### src/rtl/pim_microprog_queue.sv
// Microprogram load queue: buffers whole programs from the host handshake and unpacks them word by word.
// Optional build macro PIM_MP_ZERO_SKIP_EN: silently skip all-zero command words.
module pim_microprog_queue #(
  parameter int unsigned CMD_BITS   = 64,
  parameter int unsigned PROG_WORDS = 4,
  parameter int unsigned DEPTH      = 4
) (
  input  logic                           clk,
  input  logic                           rst,
  input  logic                           flush,
  input  logic                           mp_valid,
  input  logic [CMD_BITS*PROG_WORDS-1:0] mp_data,
  output logic                           mp_ack,
  output logic                           cmd_valid,
  output logic [CMD_BITS-1:0]            cmd_data,
  output logic                           cmd_last,
  input  logic                           cmd_ready,
  output logic [$clog2(DEPTH+1)-1:0]     count,
  output logic                           full,
  output logic                           empty
);

  localparam int unsigned CW = $clog2(DEPTH + 1);
  localparam int unsigned PW = $clog2(DEPTH);
  localparam int unsigned IW = $clog2(PROG_WORDS);
  localparam int unsigned PB = CMD_BITS * PROG_WORDS;

  typedef enum logic {S_IDLE, S_EMIT} state_t;

  state_t          r_state;
  logic [PB-1:0]   r_mem [DEPTH];
  logic [PW-1:0]   r_wr_ptr;
  logic [PW-1:0]   r_rd_ptr;
  logic [IW-1:0]   r_idx;
  logic [CW-1:0]   r_count;
  logic            r_armed;
  logic            r_mp_ack;
  logic            r_full;
  logic            r_empty;

  logic [PB-1:0]       w_head;
  logic [CMD_BITS-1:0] w_words [PROG_WORDS];
  logic [CMD_BITS-1:0] w_word;
  logic                w_emit;
  logic                w_idx_last;
  logic                w_cmd_valid;
  logic                w_cmd_last;
  logic                w_skip;
  logic                w_adv;
  logic                w_push;
  logic                w_pop;
  logic [CW-1:0]       w_count_nxt;

  // Split the head entry into its command words
  assign w_head = r_mem[r_rd_ptr];
  for (genvar g = 0; g < PROG_WORDS; g++) begin : g_words
    assign w_words[g] = w_head[g*CMD_BITS +: CMD_BITS];
  end

  assign w_word     = w_words[r_idx];
  assign w_emit     = (r_state == S_EMIT);
  assign w_idx_last = (r_idx == IW'(PROG_WORDS - 1));

`ifdef PIM_MP_ZERO_SKIP_EN
  logic w_word_zero;
  logic w_later_nz;

  // A non-zero word is last when every higher-indexed word of the entry is zero
  always_comb begin
    w_later_nz = 1'b0;
    for (int i = 0; i < PROG_WORDS; i++) begin
      if ((IW'(i) > r_idx) && (w_words[i] != '0)) w_later_nz = 1'b1;
    end
  end

  assign w_word_zero = (w_word == '0);
  assign w_cmd_valid = w_emit & ~w_word_zero;
  assign w_cmd_last  = ~w_later_nz;
  assign w_skip      = w_emit & w_word_zero;
`else
  assign w_cmd_valid = w_emit;
  assign w_cmd_last  = w_idx_last;
  assign w_skip      = 1'b0;
`endif

  assign w_adv  = (w_cmd_valid & cmd_ready) | w_skip;
  assign w_pop  = w_adv & w_idx_last;
  // Registered full: a same-cycle pop never makes room for a push
  assign w_push = mp_valid & r_armed & ~r_full & ~flush;

  always_comb begin
    w_count_nxt = r_count;
    if (w_push && !w_pop)      w_count_nxt = r_count + CW'(1);
    else if (!w_push && w_pop) w_count_nxt = r_count - CW'(1);
  end

  always_ff @(posedge clk) begin
    if (rst) begin
      r_state  <= S_IDLE;
      r_wr_ptr <= '0;
      r_rd_ptr <= '0;
      r_idx    <= '0;
      r_count  <= '0;
      r_armed  <= 1'b1;
      r_mp_ack <= 1'b0;
      r_full   <= 1'b0;
      r_empty  <= 1'b1;
    end else begin
      r_mp_ack <= w_push;
      if (!mp_valid)   r_armed <= 1'b1;
      else if (w_push) r_armed <= 1'b0;

      if (flush) begin
        r_state  <= S_IDLE;
        r_wr_ptr <= '0;
        r_rd_ptr <= '0;
        r_idx    <= '0;
        r_count  <= '0;
        r_full   <= 1'b0;
        r_empty  <= 1'b1;
      end else begin
        if (w_push) r_wr_ptr <= r_wr_ptr + PW'(1);
        if (w_pop)  r_rd_ptr <= r_rd_ptr + PW'(1);
        if (w_adv)  r_idx    <= w_idx_last ? '0 : r_idx + IW'(1);
        r_count <= w_count_nxt;
        r_full  <= (w_count_nxt == CW'(DEPTH));
        r_empty <= (w_count_nxt == '0);
        r_state <= (w_count_nxt != '0) ? S_EMIT : S_IDLE;
      end
    end
  end

  // Entry storage needs no reset; occupancy is tracked by count
  always_ff @(posedge clk) begin
    if (!rst && w_push) r_mem[r_wr_ptr] <= mp_data;
  end

  assign mp_ack    = r_mp_ack;
  assign cmd_valid = w_cmd_valid;
  assign cmd_data  = w_word;
  assign cmd_last  = w_cmd_valid & w_cmd_last;
  assign count     = r_count;
  assign full      = r_full;
  assign empty     = r_empty;

endmodule

### config.mk
export PLATFORM = sky130hd
export DESIGN_NAME = pim_microprog_queue
export DESIGN_NICKNAME = d
export VERILOG_FILES = /design/src/rtl/pim_microprog_queue.sv
export SDC_FILE = /design/constraint.sdc
export NUM_CORES = 1
export LEC_CHECK = 0
export CORE_UTILIZATION = 58
export CTS_CLUSTER_SIZE = 14
export DETAILED_ROUTE_END_ITERATION = 6
export HOLD_SLACK_MARGIN = 0.02
export PLACE_DENSITY = 0.8
export SETUP_SLACK_MARGIN = 0.15
export SLEW_MARGIN = 40
export SYNTH_ARGS = -nofsm -noshare
export SYNTH_HDL_FRONTEND = slang
export SYNTH_SLANG_ARGS = --single-unit
### constraint.sdc
create_clock -name clk -period 13.4 [get_ports clk]
set_input_delay 2.68 -clock clk [delete_from_list [all_inputs] [get_ports clk]]
set_output_delay 2.68 -clock clk [all_outputs]
set_load 0.03 [all_outputs]
Word level (Yosys, flattened, before mapping) --
Memory sizes are Yosys's and may differ from the RTL's. A register that Yosys moved wholly into a read port is not among the register bits. Cells that the tools add are included.
Storage, ports and cells: RAM bits 1024, word-level logic and storage cells 49, output and inout bits 72, register bits 14, memories 1
Cells by class: multiplexer cells 11, eq/ne operators 2, order comparisons 1, reductions and logical operators 10, bitwise operators 10, $add $sub $neg 5
Memories:
- r_mem | words 4, bits a word 256, read ports 1, clocked after Yosys merged registers in 1, write ports 1, RTL line 31 | logic [PB-1:0] r_mem [DEPTH];
Operators by type and width (number):
- 64-bit binary-select mux with 2-bit select | 1
- 64-bit 2-to-1 mux | 2
- 2-bit by 1-bit adder with 2-bit output, second input constant | 3
- 1-bit bitwise AND | 6
- 2-bit 2-to-1 mux | 3
- 3-bit 2-to-1 mux | 2
- 2-bit OR reduction | 2
- 3-bit by 1-bit adder with 3-bit output, second input constant | 1
- 3-bit == test, second input constant | 1
- 3-bit greater-or-equal comparator, second input constant | 1
- 1-bit logical AND | 3
- 1-bit logical NOT | 3
- 3-bit logical NOT | 1
- 1-bit 2-to-1 mux | 3
- 1-bit inverter | 3
- 2-bit inverter with 3-bit output | 1
- 3-bit nonzero test | 1
- 3-bit by 1-bit subtractor with 3-bit output, second input constant | 1
- 2-bit == test, second input constant | 1

Longest topological paths before layout --
Gate-level depths: netlist (run 1).
depth in word-level cells 9, gate-level depth with buffers 6, mapped depth without buffers 5

Least setup slack after synthesis (run 1) --
OpenSTA, ideal clock, no wires.
kind input to register, start in flush, end mem r_mem[0][0] (netlist bit), enable pin, cell stages on the path 4, setup slack 3733 ps, data required time 12750 ps, setup time 650 ps, arrival 9017 ps, cells stage by stage nand4bb_1 > buf_2 > nor2_1 > and2_1
On the way: cells in the longest elaborated chain, start to end 5
RTL lines:
- start, declared | RTL line 10 | input logic flush,
- 1-bit inverter | RTL line 89 | assign w_push = mp_valid & r_armed & ~r_full & ~flush;
- 1-bit bitwise AND | RTL line 89
- 1-bit logical AND | RTL line 135 | if (!rst && w_push) r_mem[r_wr_ptr] <= mp_data;
- 1-bit 2-to-1 mux | RTL line 135
- 1-bit 2-to-1 mux (implied by the code) | RTL line 135
- end, declared | RTL line 31
Every way passes these cells.

==> run_results.csv, run 1 <==
group,metric,value,unit
logic_synthesis,synth_area_leaders,"edfxtp_1, mux4_2, mux4_1",
status,status,"finished, final reports clean",
worst_setup_path,crit_family,"buffers and inverters",
clocking,postCtsSetupBuffers,0,
drt,drc_errors,0,
drt,wl_met1,29700,um
cells_and_area,nets,2156,
sta,hold_viol,0,
clocking,htree_levels,3,
worst_setup_path,cp_cell_sequence,"buf_12 > buf_16 > mux4_1 > mux4_2 > clkdlybuf4s50_1",
logic_synthesis,ys_ff_latch,1040,
worst_setup_path,arrival,4030,ps
global_route,track_usage,23.2,%
worst_setup_path,cp_max_fo,60,
clocking,ctsHoldBuffers,0,
global_route,grt_pass1_vias,18500,
worst_setup_path,crit_required,10720,ps
logic_synthesis,synth_cell_types,34,
worst_setup_path,critPathLaunchType,"register",
clocking,ctsResizeCount,0,
logic_synthesis,yosysWarningCount,0,
hold_path,min_path_type,"reg2reg",
sta,tns,0,ps
drt,routed_wirelength,78500,um
worst_setup_path,path_buf_inv,3,
logic_synthesis,syn_nets,1765,
drt,routed.top_layer,"met5",
drt,ant_nets,0,
floorplan,io_pins,333,
sta,timing.final.crit_share,50.1,%
sta,drv_slew,0,
floorplan,die_h,262,um
logic_synthesis,netlist_area,0.0393,mm^2
global_route,antenna_found_initial,25,
worst_setup_path,slowest_delay,700,ps
worst_setup_path,end_kind,"output pin",
global_route,grt_start_max_net_pins,136,
sta,rsz0062_at_grt,"false",
logic_synthesis,synth_top_cell_area_share,78.2,%
drt,num_vias,17400,
sta,fin_skew,26.3,ps
sta,period_minus_slack,6710,ps
drt,via_per_inst,6.11,
pwr,powerDensity,139,mW/mm^2
worst_setup_path,crit_type,"reg2out",
clocking,cts_buffers,100,
sta,hold_slack,509,ps
worst_setup_path,slowest_stage,"dfxtp_4",
global_route,grt_pass1_wl,117000,um
drt,route.met2.wl,40800,um
clocking,cts_root_buf,"clkbuf_16",
floorplan,start_util,58.6,%
logic_synthesis,syn_inst,1497,
pwr,p_leak,14.3,nW
clocking,clkTransAtPathRegs,60,ps
logic_synthesis,synth.avg_cell_area,26.3,um^2
sta,clock.fmax,0.149,GHz
placement,dp_hpwl,43600,um
clocking,insertion_delay,650,ps
logic_synthesis,ys_seq_area_share,79.0,%
global_route,grt-ovfl-total,0,
clocking,clock-sinks,1040,
floorplan,coreArea,0.0672,mm^2
cells_and_area,syn_to_final_growth,19.6,%
sta,setup_viol,0,
drt,drt_iter0_drc,1445,
run,cap_violations,0,
placement,io_buffers,332,
sta,slew_headroom,48.9,%
floorplan,rows,95,
logic_synthesis,yosysTopAreaCell,"edfxtp_1",
drt,firstDrtPassIters,5,
floorplan,dieArea,0.0688,mm^2
placement,routabilityCongestion,0.747,
floorplan,fp.dieW,262,um
sta,tightestPinTransition,767,ps
drt,drt-wirelength-per-cell,27.5,um
pwr,ir_worst_vdd,0.112,mV
cells_and_area,drive_gt1_share,23.6,%
clocking,cts_tree,"built",
clocking,cts_buffer_depth,3,
drt,route.met3.wl,6320,um
[layout by cell type (no fill, tap or decap), drive strengths merged, types with 2 or more instances in the layout]
cell	instances
edfxtp	1024
clkdlybuf4s50	332
mux4	320
clkbuf	125
clkinv	38
buf	31
dfxtp	16
diode	12
bufinv	9
nand2	8
nor2	7
a21oi	7
ha	7
inv	7
and2	5
nand3	4
xnor2	3
clkinvlp	3
o21ai	2
nand4	2
[Yosys cell counts]
cell type / instances
a211o_1: 1
a21boi_0: 1
a21oi_1: 7
and2_1: 5
and3_1: 1
buf_1: 9
buf_12: 5
buf_2: 6
buf_4: 5
buf_6: 18
clkbuf_1: 31
dfxtp_1: 16
edfxtp_1: 1024
ha_1: 7
inv_1: 4
maj3_1: 1
mux4_1: 32
mux4_2: 288
nand2_1: 8
nand3_1: 4
nand3b_1: 1
nand4_1: 2
nand4bb_1: 1
nor2_1: 7
nor3_1: 1
nor4bb_1: 1
o211a_1: 1
o211ai_1: 1
o21ai_0: 2
o311ai_0: 1
or2_2: 1
or4_1: 1
xnor2_1: 3
xor2_1: 1
[worst reg2reg max path, cell delays in order, from the launching register on]
cell and delay [ps]:
dfxtp_1 340, nand4bb_1 460, nor2_1 450, and2_4 530, buf_12 290, buf_12 300
buf_16 450
[per-layer routing]
layer	global-route usage, %	up-vias
met5	0	-
met2	38.9	624
li1	-	7408
met3	7.20	137
met4	5.66	36
met1	29.9	9200
[path summary, 6_finish.rpt]
kind / from / to / slack [ps] / cells past startpoint
worst min-delay path: r_wr_ptr[1] / r_wr_ptr[1] / 510 / 2
worst max-delay path: register / cmd_data[33] / 6690 / 5
worst max register to register: full / r_mem[2][98] / 10080 / 6
worst min register to register: r_wr_ptr[1] / r_wr_ptr[1] / 510 / 2
[state kept, by name, indices dropped and copies added, names as in the netlist, named ones only]
| name | count |
|---|---|
| cmd_valid | 1 |
| count | 3 |
| empty | 1 |
| full | 1 |
| mp_ack | 1 |
| r_armed | 1 |
| r_idx | 2 |
| r_mem | 1024 |
| r_rd_ptr | 2 |
| r_wr_ptr | 2 |
[logic make-up (layout without fill, tap and decap cells)]
kind of cell             count (synthesis)  count (layout)  share of synthesized area (%)
flip-flops                            1040            1040                           79.0
AO/OA/AOI/OAI                           14              14                          0.223
AND/OR/NAND/NOR                         33              33                          0.442
adder cells (fa/ha/maj)                  8               8                          0.248
other                                    0              12                              0
XOR/XNOR                                 4               4                         0.0891
multiplexers                           320             320                           18.6
buffers and inverters                   78             545                           1.36
[power by group]
group / internal, mW / switching [mW]
sequential: 3.60 / 0.00805
combinational: 0.107 / 0.0886
clock: 1.58 / 1.14
[per-stage QoR]
stage	worst slack, ps	utilization, %	power, mW	instances	area [um^2]
global placement	6220	64.7	3.86	2644	43400
floorplan	3730	-	3.74	1497	39300
CTS	6540	69.8	6.58	2833	46900
global route	6430	70.0	6.71	2842	47000
finish	6690	70.0	6.53	2849	47000
detailed placement	7250	65.1	3.87	2655	43700
[cell type report]
type	instances	area, um^2
clock buffer	125	2680
fill	3761	20100
multi-input combinational	379	7730
timing repair buffer	363	3880
antenna	12	30.0
clock inverter	53	505
inverter	4	15.0
sequential	1040	31100
tap	873	1090
(Power assumes the default switching activity.)
==> run 2, diff against run 1 <==
==> constraint.sdc (replaced) <==
create_clock -name clk -period 6.95 [get_ports clk]
set_input_delay 1.39 -clock clk [delete_from_list [all_inputs] [get_ports clk]]
set_output_delay 1.39 -clock clk [all_outputs]
set_load 0.03 [all_outputs]
==> run_results.csv, run 2 (same netlist as run 1, synthesis figures left out) <==
group,metric,value,unit
pwr,swShare,18.9,%
placement,place_inst,2669,
cells_and_area,largest_register_ffs,1024,
clocking,cts_root_buf,"clkbuf_16",
cells_and_area,finish.utilization,70.1,%
pwr,switchingPower,2.38,mW
sta,tightestPinTransition,761,ps
pwr,powerDensity,267,mW/mm^2
worst_setup_path,slowest_delay,630,ps
hold_path,hold_end,"r_armed",
cells_and_area,nets,2165,
placement,dp_hpwl,45000,um
hold_path,hold_depth,2,
pwr,power.internal,10.2,mW
floorplan,rows,95,
worst_setup_path,arrival,3670,ps
pwr,pwr-share-clk,41.7,%
worst_setup_path,cp_max_fo,45,
clocking,ctsResizeCount,0,
clocking,postCtsSetupBuffers,0,
placement,routabilityCongestion,0.751,
global_route,antenna_found_initial,26,
cells_and_area,final_common_cell,"edfxtp_1",
sta,hold_viol,0,
drt,num_vias,17400,
clocking,insertion_delay,630,ps
cells_and_area,mostFrequentLayoutCells,"edfxtp_1, clkdlybuf4s50_1, mux4_2",
cells_and_area,drive_gt1_share,24.1,%
run,cap_violations,0,
worst_setup_path,path_buf_inv,3,
sta,slew_headroom,49.2,%
floorplan,start_util,58.6,%
clocking,clkTransAtPathRegs,60,ps
sta,hold_slack,506,ps
sta,timing.final.crit_share,72.8,%
drt,via_per_inst,6.09,
clocking,htree_levels,3,
placement,placed_area,0.0438,mm^2
clocking,cts_tree,"built",
worst_setup_path,r2r_start,"full",
hold_path,min_from,"r_armed",
global_route,grt-ovfl-total,0,
cells_and_area,syn_to_final_growth,19.6,%
placement,preCtsSetupSlack,2490,ps
cells_and_area,regMostFlops,"r_mem",
pwr,comb_power_share,3.0,%
placement,io_buffers,332,
clocking,ctsHoldBuffers,0,
global_route,track_usage,22.6,%
worst_setup_path,crit_family,"buffers and inverters",
drt,ant_nets,0,
global_route,grt_pass1_wl,116000,um
clocking,cts_buffers,99,
sta,drv_slew,0,
cells_and_area,final_cell_area,0.0471,mm^2
sta,setup_ws,1890,ps
global_route,grt_pass1_vias,19100,
pwr,fin_total_pwr,12.6,mW
drt,drt-wirelength-per-cell,26.8,um
pwr,pwr-share-seq,55.3,%
drt,drt_iter0_drc,1419,
worst_setup_path,crit_path_frequent_cell,"buf_12",
worst_setup_path,worstRegToRegCells,4,
worst_setup_path,rr_endpoint,"r_mem[1][191]",
sta,tns,0,ps
pwr,p_leak,14.3,nW
floorplan,io_pins,333,
worst_setup_path,end_kind,"output pin",
drt,drc_errors,0,
worst_setup_path,crit_type,"reg2out",
floorplan,die_h,262,um
floorplan,fp.dieW,262,um
cells_and_area,nFillCells,3784,
hold_path,min_path_type,"reg2reg",
drt,routed_wirelength,76500,um
pwr,ir_worst_vdd,0.266,mV
worst_setup_path,critPathLaunchType,"register",
cells_and_area,finalNonFillerCells,2860,
worst_setup_path,rrSetupSlack,4110,ps
global_route,grt_start_max_net_pins,83,
drt,firstDrtPassIters,5,
sta,period_minus_slack,5060,ps
floorplan,coreArea,0.0672,mm^2
worst_setup_path,cp_cell_sequence,"buf_12 > buf_12 > mux4_1 > mux4_2 > clkdlybuf4s50_1",
worst_setup_path,crit_required,5560,ps
sta,rsz0062_at_grt,"false",
status,status,"finished, final reports clean",
floorplan,dieArea,0.0688,mm^2
sta,clock.fmax,0.198,GHz
worst_setup_path,slowest_stage,"dfxtp_4",
sta,fin_skew,19.9,ps
clocking,cts_buffer_depth,3,
clocking,clock-sinks,1040,
sta,setup_viol,0,
run 2: cell count changes in the layout (fill, tap and decap cells not counted), sizes merged:
cell / change
clkbuf: -11
bufinv: +2
buf: +10
clkinvlp: +8
inv: -1
clkinv: +3
run 2: how the worst max path moves through the flow:
stage / from / end / cells past startpoint
after floorplan: flush / r_mem[0][0] / 4
after global placement: register / cmd_data[47] / 4
after detailed placement: register / cmd_data[17] / 5
after CTS: register / cmd_data[14] / 5
after global routing: register / cmd_data[14] / 5
final: register / cmd_data[14] / 5
run 2: cell type report:
type | count | area, um^2 | share of cell area, %
multi-input cells | 379 | 7730 | 16.4
clock buffers | 114 | 2580 | 5.48
inverters | 4 | 15.0 | 0.0319
diodes | 12 | 30.0 | 0.0638
flip-flops and latches | 1040 | 31100 | 66.1
repair buffers | 373 | 3920 | 8.33
clock inverters | 65 | 603 | 1.28
well taps | 873 | 1090 | 2.32
run 2: power groups by stage:
stage	Clock, mW	Sequential, mW	Combinational [mW]
2_1_floorplan	0	7.10	0.107
3_3_place_gp	0	7.09	0.354
3_5_place_dp	0	7.09	0.374
4_1_cts	5.36	6.96	0.377
5_1_grt	5.58	6.96	0.398
6_report	5.25	6.96	0.375
run 2: worst reg2reg max path: cells and delay by family (launching register included):
family | cells | cell delay (ps)
and+or+nand+nor | 3 | 1500
buffers and inverters | 1 | 630
DFF | 1 | 330
run 2: routing by layer:
metal  global-route usage (%)  wire length (um)  up-vias
met2                     37.5             39200      596
met4                     6.82              1870       36
met5                        0               234        -
met1                     29.1             29000     9189
li1                         -                 -     7424
met3                     6.96              6160      160
